<file path="config.mk">
export PLATFORM = sky130hd
export DESIGN_NAME = t05_huff_decoder
export DESIGN_NICKNAME = d
export VERILOG_FILES = /design/src/rtl/t05_huff_decoder.sv
export SDC_FILE = /design/constraint.sdc
export NUM_CORES = 1
export LEC_CHECK = 0
export ABC_AREA = 1
export BUFFER_PORTS_ARGS = -buffer_cell sky130_fd_sc_hd__buf_2
export CORE_MARGIN = 2
export CORE_UTILIZATION = 58
export CTS_CLUSTER_DIAMETER = 80
export DETAILED_ROUTE_END_ITERATION = 12
export PLACE_DENSITY = 0.78
export SYNTH_ARGS = -nofsm -noshare
export SYNTH_HDL_FRONTEND = slang
export SYNTH_SLANG_ARGS = --single-unit
</file>
<file path="constraint.sdc">
create_clock -name clk -period 2.25 [get_ports clk]
set_input_delay 0 -clock clk [delete_from_list [all_inputs] [get_ports clk]]
set_output_delay 0 -clock clk [all_outputs]
set_load 0.05 [all_outputs]
</file>
<file path="src/rtl/t05_huff_decoder.sv">
`default_nettype none
// ============================================================================
// Module   : t05_huff_decoder
// Purpose  : Huffman decompression engine. Pulls packed compressed bytes
//            (MSB first), walks the Huffman tree held in an external
//            synchronous SRAM one node per read, and emits one 8-bit
//            character for every leaf reached. Stops after a programmed
//            character count; pad bits left in the final byte are dropped.
// Ports    : clk, rst_n          - clock, asynchronous active-low reset
//            start, root_idx,
//            total_chars         - decode launch and its parameters
//            in_byte/in_valid/
//            in_ready            - compressed byte stream (valid/ready)
//            node_addr/node_rd/
//            node_data           - tree SRAM port, 1-cycle read latency,
//                                  node_data = {left[8:0], right[8:0]},
//                                  child bit8=1 -> leaf char, 0 -> node idx
//            char_out/char_valid/
//            char_ready          - decoded character stream (valid/ready)
//            busy, done, error   - status
// Revision : 1.0 - initial release
// ============================================================================
module t05_huff_decoder #(
  parameter int CNT_W     = 32,
  parameter int MAX_DEPTH = 255
) (
  input  logic             clk,
  input  logic             rst_n,
  input  logic             start,
  input  logic [7:0]       root_idx,
  input  logic [CNT_W-1:0] total_chars,
  input  logic [7:0]       in_byte,
  input  logic             in_valid,
  output logic             in_ready,
  output logic [7:0]       node_addr,
  output logic             node_rd,
  input  logic [17:0]      node_data,
  output logic [7:0]       char_out,
  output logic             char_valid,
  input  logic             char_ready,
  output logic             busy,
  output logic             done,
  output logic             error
);

  localparam int                 DEPTH_W     = (MAX_DEPTH < 2) ? 1 : $clog2(MAX_DEPTH + 1);
  localparam logic [DEPTH_W-1:0] C_MAX_DEPTH = DEPTH_W'(MAX_DEPTH);

  typedef enum logic [2:0] {
    S_IDLE     = 3'd0,
    S_FETCH    = 3'd1,
    S_RDNODE   = 3'd2,
    S_WAITNODE = 3'd3,
    S_EMIT     = 3'd4,
    S_DONE     = 3'd5,
    S_ERR      = 3'd6
  } state_t;

  state_t             state_q,     state_d;
  logic [7:0]         cur_idx_q,   cur_idx_d;
  logic [7:0]         root_q,      root_d;
  logic [CNT_W-1:0]   total_q,     total_d;
  logic [CNT_W-1:0]   count_q,     count_d;
  logic [DEPTH_W-1:0] depth_q,     depth_d;
  logic [7:0]         shreg_q,     shreg_d;
  logic [3:0]         bits_left_q, bits_left_d;
  logic [7:0]         char_q,      char_d;

  // Branch taken by the current bit: 1 selects the right child.
  logic [8:0] child;
  assign child = shreg_q[7] ? node_data[8:0] : node_data[17:9];

  logic [CNT_W-1:0] count_inc;
  assign count_inc = count_q + CNT_W'(1);

  always_comb begin
    state_d     = state_q;
    cur_idx_d   = cur_idx_q;
    root_d      = root_q;
    total_d     = total_q;
    count_d     = count_q;
    depth_d     = depth_q;
    shreg_d     = shreg_q;
    bits_left_d = bits_left_q;
    char_d      = char_q;

    case (state_q)
      S_IDLE, S_DONE, S_ERR: begin
        if (start) begin
          root_d    = root_idx;
          total_d   = total_chars;
          cur_idx_d = root_idx;
          count_d   = '0;
          depth_d   = '0;
          state_d   = (total_chars == '0) ? S_DONE : S_FETCH;
        end
      end

      S_FETCH: begin
        if (in_valid) begin
          shreg_d     = in_byte;
          bits_left_d = 4'd8;
          state_d     = S_RDNODE;
        end
      end

      S_RDNODE: begin
        state_d = S_WAITNODE;
      end

      S_WAITNODE: begin
        shreg_d     = {shreg_q[6:0], 1'b0};
        bits_left_d = bits_left_q - 4'd1;
        if (child[8]) begin
          char_d    = child[7:0];
          cur_idx_d = root_q;
          depth_d   = '0;
          state_d   = S_EMIT;
        end else if (depth_q == C_MAX_DEPTH) begin
          // Tree walk never reaches a leaf: corrupt or cyclic tree.
          state_d = S_ERR;
        end else begin
          // cur_idx survives a refetch so codes can straddle bytes.
          cur_idx_d = child[7:0];
          depth_d   = depth_q + DEPTH_W'(1);
          state_d   = (bits_left_q == 4'd1) ? S_FETCH : S_RDNODE;
        end
      end

      S_EMIT: begin
        if (char_ready) begin
          count_d = count_inc;
          // Last character: any remaining pad bits are simply dropped.
          if (count_inc == total_q) begin
            state_d = S_DONE;
          end else if (bits_left_q == 4'd0) begin
            state_d = S_FETCH;
          end else begin
            state_d = S_RDNODE;
          end
        end
      end

      default: begin
        state_d = S_IDLE;
      end
    endcase
  end

  always_ff @(posedge clk or negedge rst_n) begin
    if (!rst_n) begin
      state_q     <= S_IDLE;
      cur_idx_q   <= '0;
      root_q      <= '0;
      total_q     <= '0;
      count_q     <= '0;
      depth_q     <= '0;
      shreg_q     <= '0;
      bits_left_q <= '0;
      char_q      <= '0;
    end else begin
      state_q     <= state_d;
      cur_idx_q   <= cur_idx_d;
      root_q      <= root_d;
      total_q     <= total_d;
      count_q     <= count_d;
      depth_q     <= depth_d;
      shreg_q     <= shreg_d;
      bits_left_q <= bits_left_d;
      char_q      <= char_d;
    end
  end

  assign in_ready   = (state_q == S_FETCH);
  assign node_rd    = (state_q == S_RDNODE);
  assign node_addr  = cur_idx_q;
  assign char_out   = char_q;
  assign char_valid = (state_q == S_EMIT);
  assign busy       = !((state_q == S_IDLE) || (state_q == S_DONE) || (state_q == S_ERR));
  assign done       = (state_q == S_DONE);
  assign error      = (state_q == S_ERR);

endmodule
`default_nettype wire

</file>
==> key figures <==
Timing
  • Max-slew violation count: 0
  • Clock skew: 0.0165 ns
  • F_max: 0.439 GHz
  • Setup WS post-layout: -0.0256 ns
  • Finish-stage setup viols: 2
  • Fin crit share: 101%
  • Least-Margin Pin Slew: 0.647 ns
  • Slew HR: 56.5%
  • Fin. Hold Viols: 0
  • Crit path time final: 2.28 ns
  • RSZ-0062 raised after global routing: true

Global routing
  • Initial antenna violation count: 0
  • Global-route wire length before repair: 29400 um
  • Vias in the first global route: 6341
  • Global route overflow: 0
  • Maximum number of pins on one net before global-route repair: 78
  • GR Util All Layers: 31.6%

Synth
  • Synth Warn #: 0
  • EDFF count, synth: 0
  • Mapped cell area: 6470 um^2
  • Syn Inst Count: 865
  • Count leader, synth: nand2_1
  • Register area share after synthesis: 42.9%
  • Number of synthesized register bits: 111
  • Area fraction of the dominant cell type after synthesis: 42.9%
  • Post-synthesis mux area share: 4.18%
  • Post-synthesis simple-gate area fraction: 35.5%
  • Synth Area in Compound Gates: 8.45%
  • Main flop type after synthesis: dfrtp_1
  • Synth area leaders: dfrtp_1, nand2_1, nor2_1, inv_1, nand3_1
  • Share of flip-flops with an asynchronous set or reset: 100%
  • Syn Nets: 941
  • Synth area leader: dfrtp_1
  • Synth Area in XOR/XNOR: 1.02%
  • Netlist cell types: 38
  • Top post-synthesis cells by count: nand2_1, dfrtp_1, nor2_1
  • Syn avg cell area: 7.48 um^2
  • Main combinational cell family by area after synthesis: simple AND/OR/NAND/NOR gates
  • Post-Synth Adder-Cell Area: 0.967%

Die
  • IO Count: 93
  • Initial core utilization: 59.7%
  • Die X: 110 um
  • Die area: 12000 um^2
  • Die Span Y: 110 um
  • Core Rows: 38
  • Placeable Area: 10800 um^2

Power
  • Pwr Total: 8.71 mW
  • Pwr/cell area: 1030 nW/um^2
  • P_leak: 4.06 nW
  • Peak supply drop: 0.00141 V

Critical path
  • Cell mode on critical path: nand2_1
  • Critical path's slowest cell: dfrtp_1
  • CP cell instances: nand2_2 -> nor2_4 -> buf_6 -> nand2_4 -> nor2_4 -> buf_4 -> nand2_1 -> nand3_1 -> nand2_1 -> nor2_1 -> nand2_1 -> nor3_2 -> nand3_2 -> nand2_1 -> nand2_1 -> nand2_1 -> nand2_1 -> nand2_1
  • Crit path DAT: 2.64 ns
  • WP buf/inv: 2
  • Crit-path max cell delay: 0.43 ns
  • CP startpoint kind: flop
  • Delay-heaviest family, CP: simple AND/OR/NAND/NOR gates
  • WP data required: 2.61 ns
  • CP max FO: 4
  • Worst Setup End Kind: flop
  • Setup CP Type: reg2reg

Finish
  • Number of diodes: 0
  • Area grow syn2layout: 30.3%
  • Nets: 1135
  • Final core occ: 77.7%
  • Layout cells sized above 1: 23.1%

Drt
  • Drt wl/cell: 15.3 um
  • DR DRC count: 0
  • DRT iter0 DRCs: 401
  • Post-route ant nets: 0
  • 1st-pass router iterations: 5
  • Vias/cell: 5.48
  • Via count: 6601
  • Drt total wl: 18400 um

Outcome
  • Status: complete, but fails checks
  • Failing checks: setup timing

Flow run
  • Max cap viols: 0

Clock network
  • CTS H-tree lvls: 3
  • Clock Latency Late Sink: 0.41 ns
  • Worst-path clk slew: 0.12 ns
  • Clock sink count: 111
  • Clock tree buffer depth: 2
  • Clk root buf: clkbuf_8
  • CTS tree: yes
  • CTS Buf Count: 9

Placement
  • DP Worst Slack: -0.0324 ns
  • Placer Congestion: 0.897
  • # port buffers: 92
  • DP Wirelength: 11700 um

Hold path
  • Hold crit path type: in2async
## worst paths after layout
kind / from / endpoint / slack [ns] / cells past startpoint
max: count_q[1] / state_q[0] / -0.03 / 18
min: rst_n / count_q[22] / 0.08 / 2
max reg2reg: count_q[1] / state_q[0] / -0.03 / 18
min reg2reg: bits_left_q[3] / bits_left_q[3] / 0.50 / 1
max in group asynchronous: rst_n / bits_left_q[1] / 1.40 / 3
min in group clk: node_data[17] / state_q[2] / 0.22 / 7
## placed cells by master, fill, tap and decap left out, types with 4 or more instances in the layout
master and n:
a31oi_1 9, nand2_1 262, nor2_1 85, nand3b_1 18
mux2_2 24, nand4_1 13, a21oi_1 13, a41oi_1 7
nor3_2 4, nand3_1 59, nand2_4 5, buf_4 38
dfrtp_1 110, nor4_1 5, nor3_1 9, buf_2 91
o22ai_1 28, nor2_2 17, clkbuf_8 10, dlygate4sd3_1 68
ha_1 4, nand3_2 4, nand2_2 14, inv_1 87
inv_2 7, nor2_4 10, o21ai_1 6, o21ai_0 22
## registers in the layout, indices dropped and copies added (netlist names)
| name | flops |
|---|---|
| bits_left_q | 4 |
| char_out | 8 |
| count_q | 32 |
| depth_q | 8 |
| node_addr | 8 |
| root_q | 8 |
| shreg_q | 8 |
| state_q | 3 |
| total_q | 32 |
## layout make-up
type	instances	area (um^2)
Tap cell	140	175
Inverter	97	370
Multi-Input combinational cell	638	3380
Timing Repair Buffer	202	1500
Sequential cell	111	2780
Clock buffer	10	138
Clock inverter	6	81.3
Fill cell	765	2410
## report_power, final
| part | switching (mW) | internal (mW) | total [mW] | leakage (nW) |
|---|---|---|---|---|
| Combinational | 2.69 | 1.52 | 4.21 | 2.56 |
| Sequential | 0.479 | 2.66 | 3.14 | 1.38 |
| Clock | 0.777 | 0.577 | 1.35 | 0.113 |
## what timing repair did
item | in CTS | in global routing
cloned | 0 | 0
hold endpoints to repair | 101 | 0
endpoints found under the setup margin | 2 | 18
gates resized for setup | 2 | 37
hold buffers | 68 | 0
pin swaps | 2 | 23
setup buffers | 3 | 15
## metal layers
metal	vias to the layer above	part of all wire (%)	global-route usage, %
met5	-	0	0
met1	3079	42	38.8
met4	0	3.3	12.5
li1	3217	-	-
met3	60	6.7	8.42
met2	245	48	53.0
## stage by stage
| stage | hold slack (ns) | instances | TNS, ns | instance area [um^2] |
|---|---|---|---|---|
| floorplan | -0.296 | 865 | -0.201 | 6530 |
| global placement | -0.0109 | 1102 | 0 | 7260 |
| detailed placement | -0.0127 | 1102 | -0.0550 | 7260 |
| CTS | 0.0799 | 1189 | 0 | 8190 |
| global route | 0.124 | 1204 | -0.458 | 8430 |
| finish | 0.0784 | 1204 | -0.0435 | 8430 |
## cells by family (layout without fill, tap and decap cells)
kind of cell    count (synthesis)  in the layout
simple gates                  512            512
buf+inv                       116            315
flops                         111            111
compound gates                 91             91
mux                            24             24
xor+xnor                        6              6
fa+ha+maj                       5              5
(Power assumes the default switching activity.)
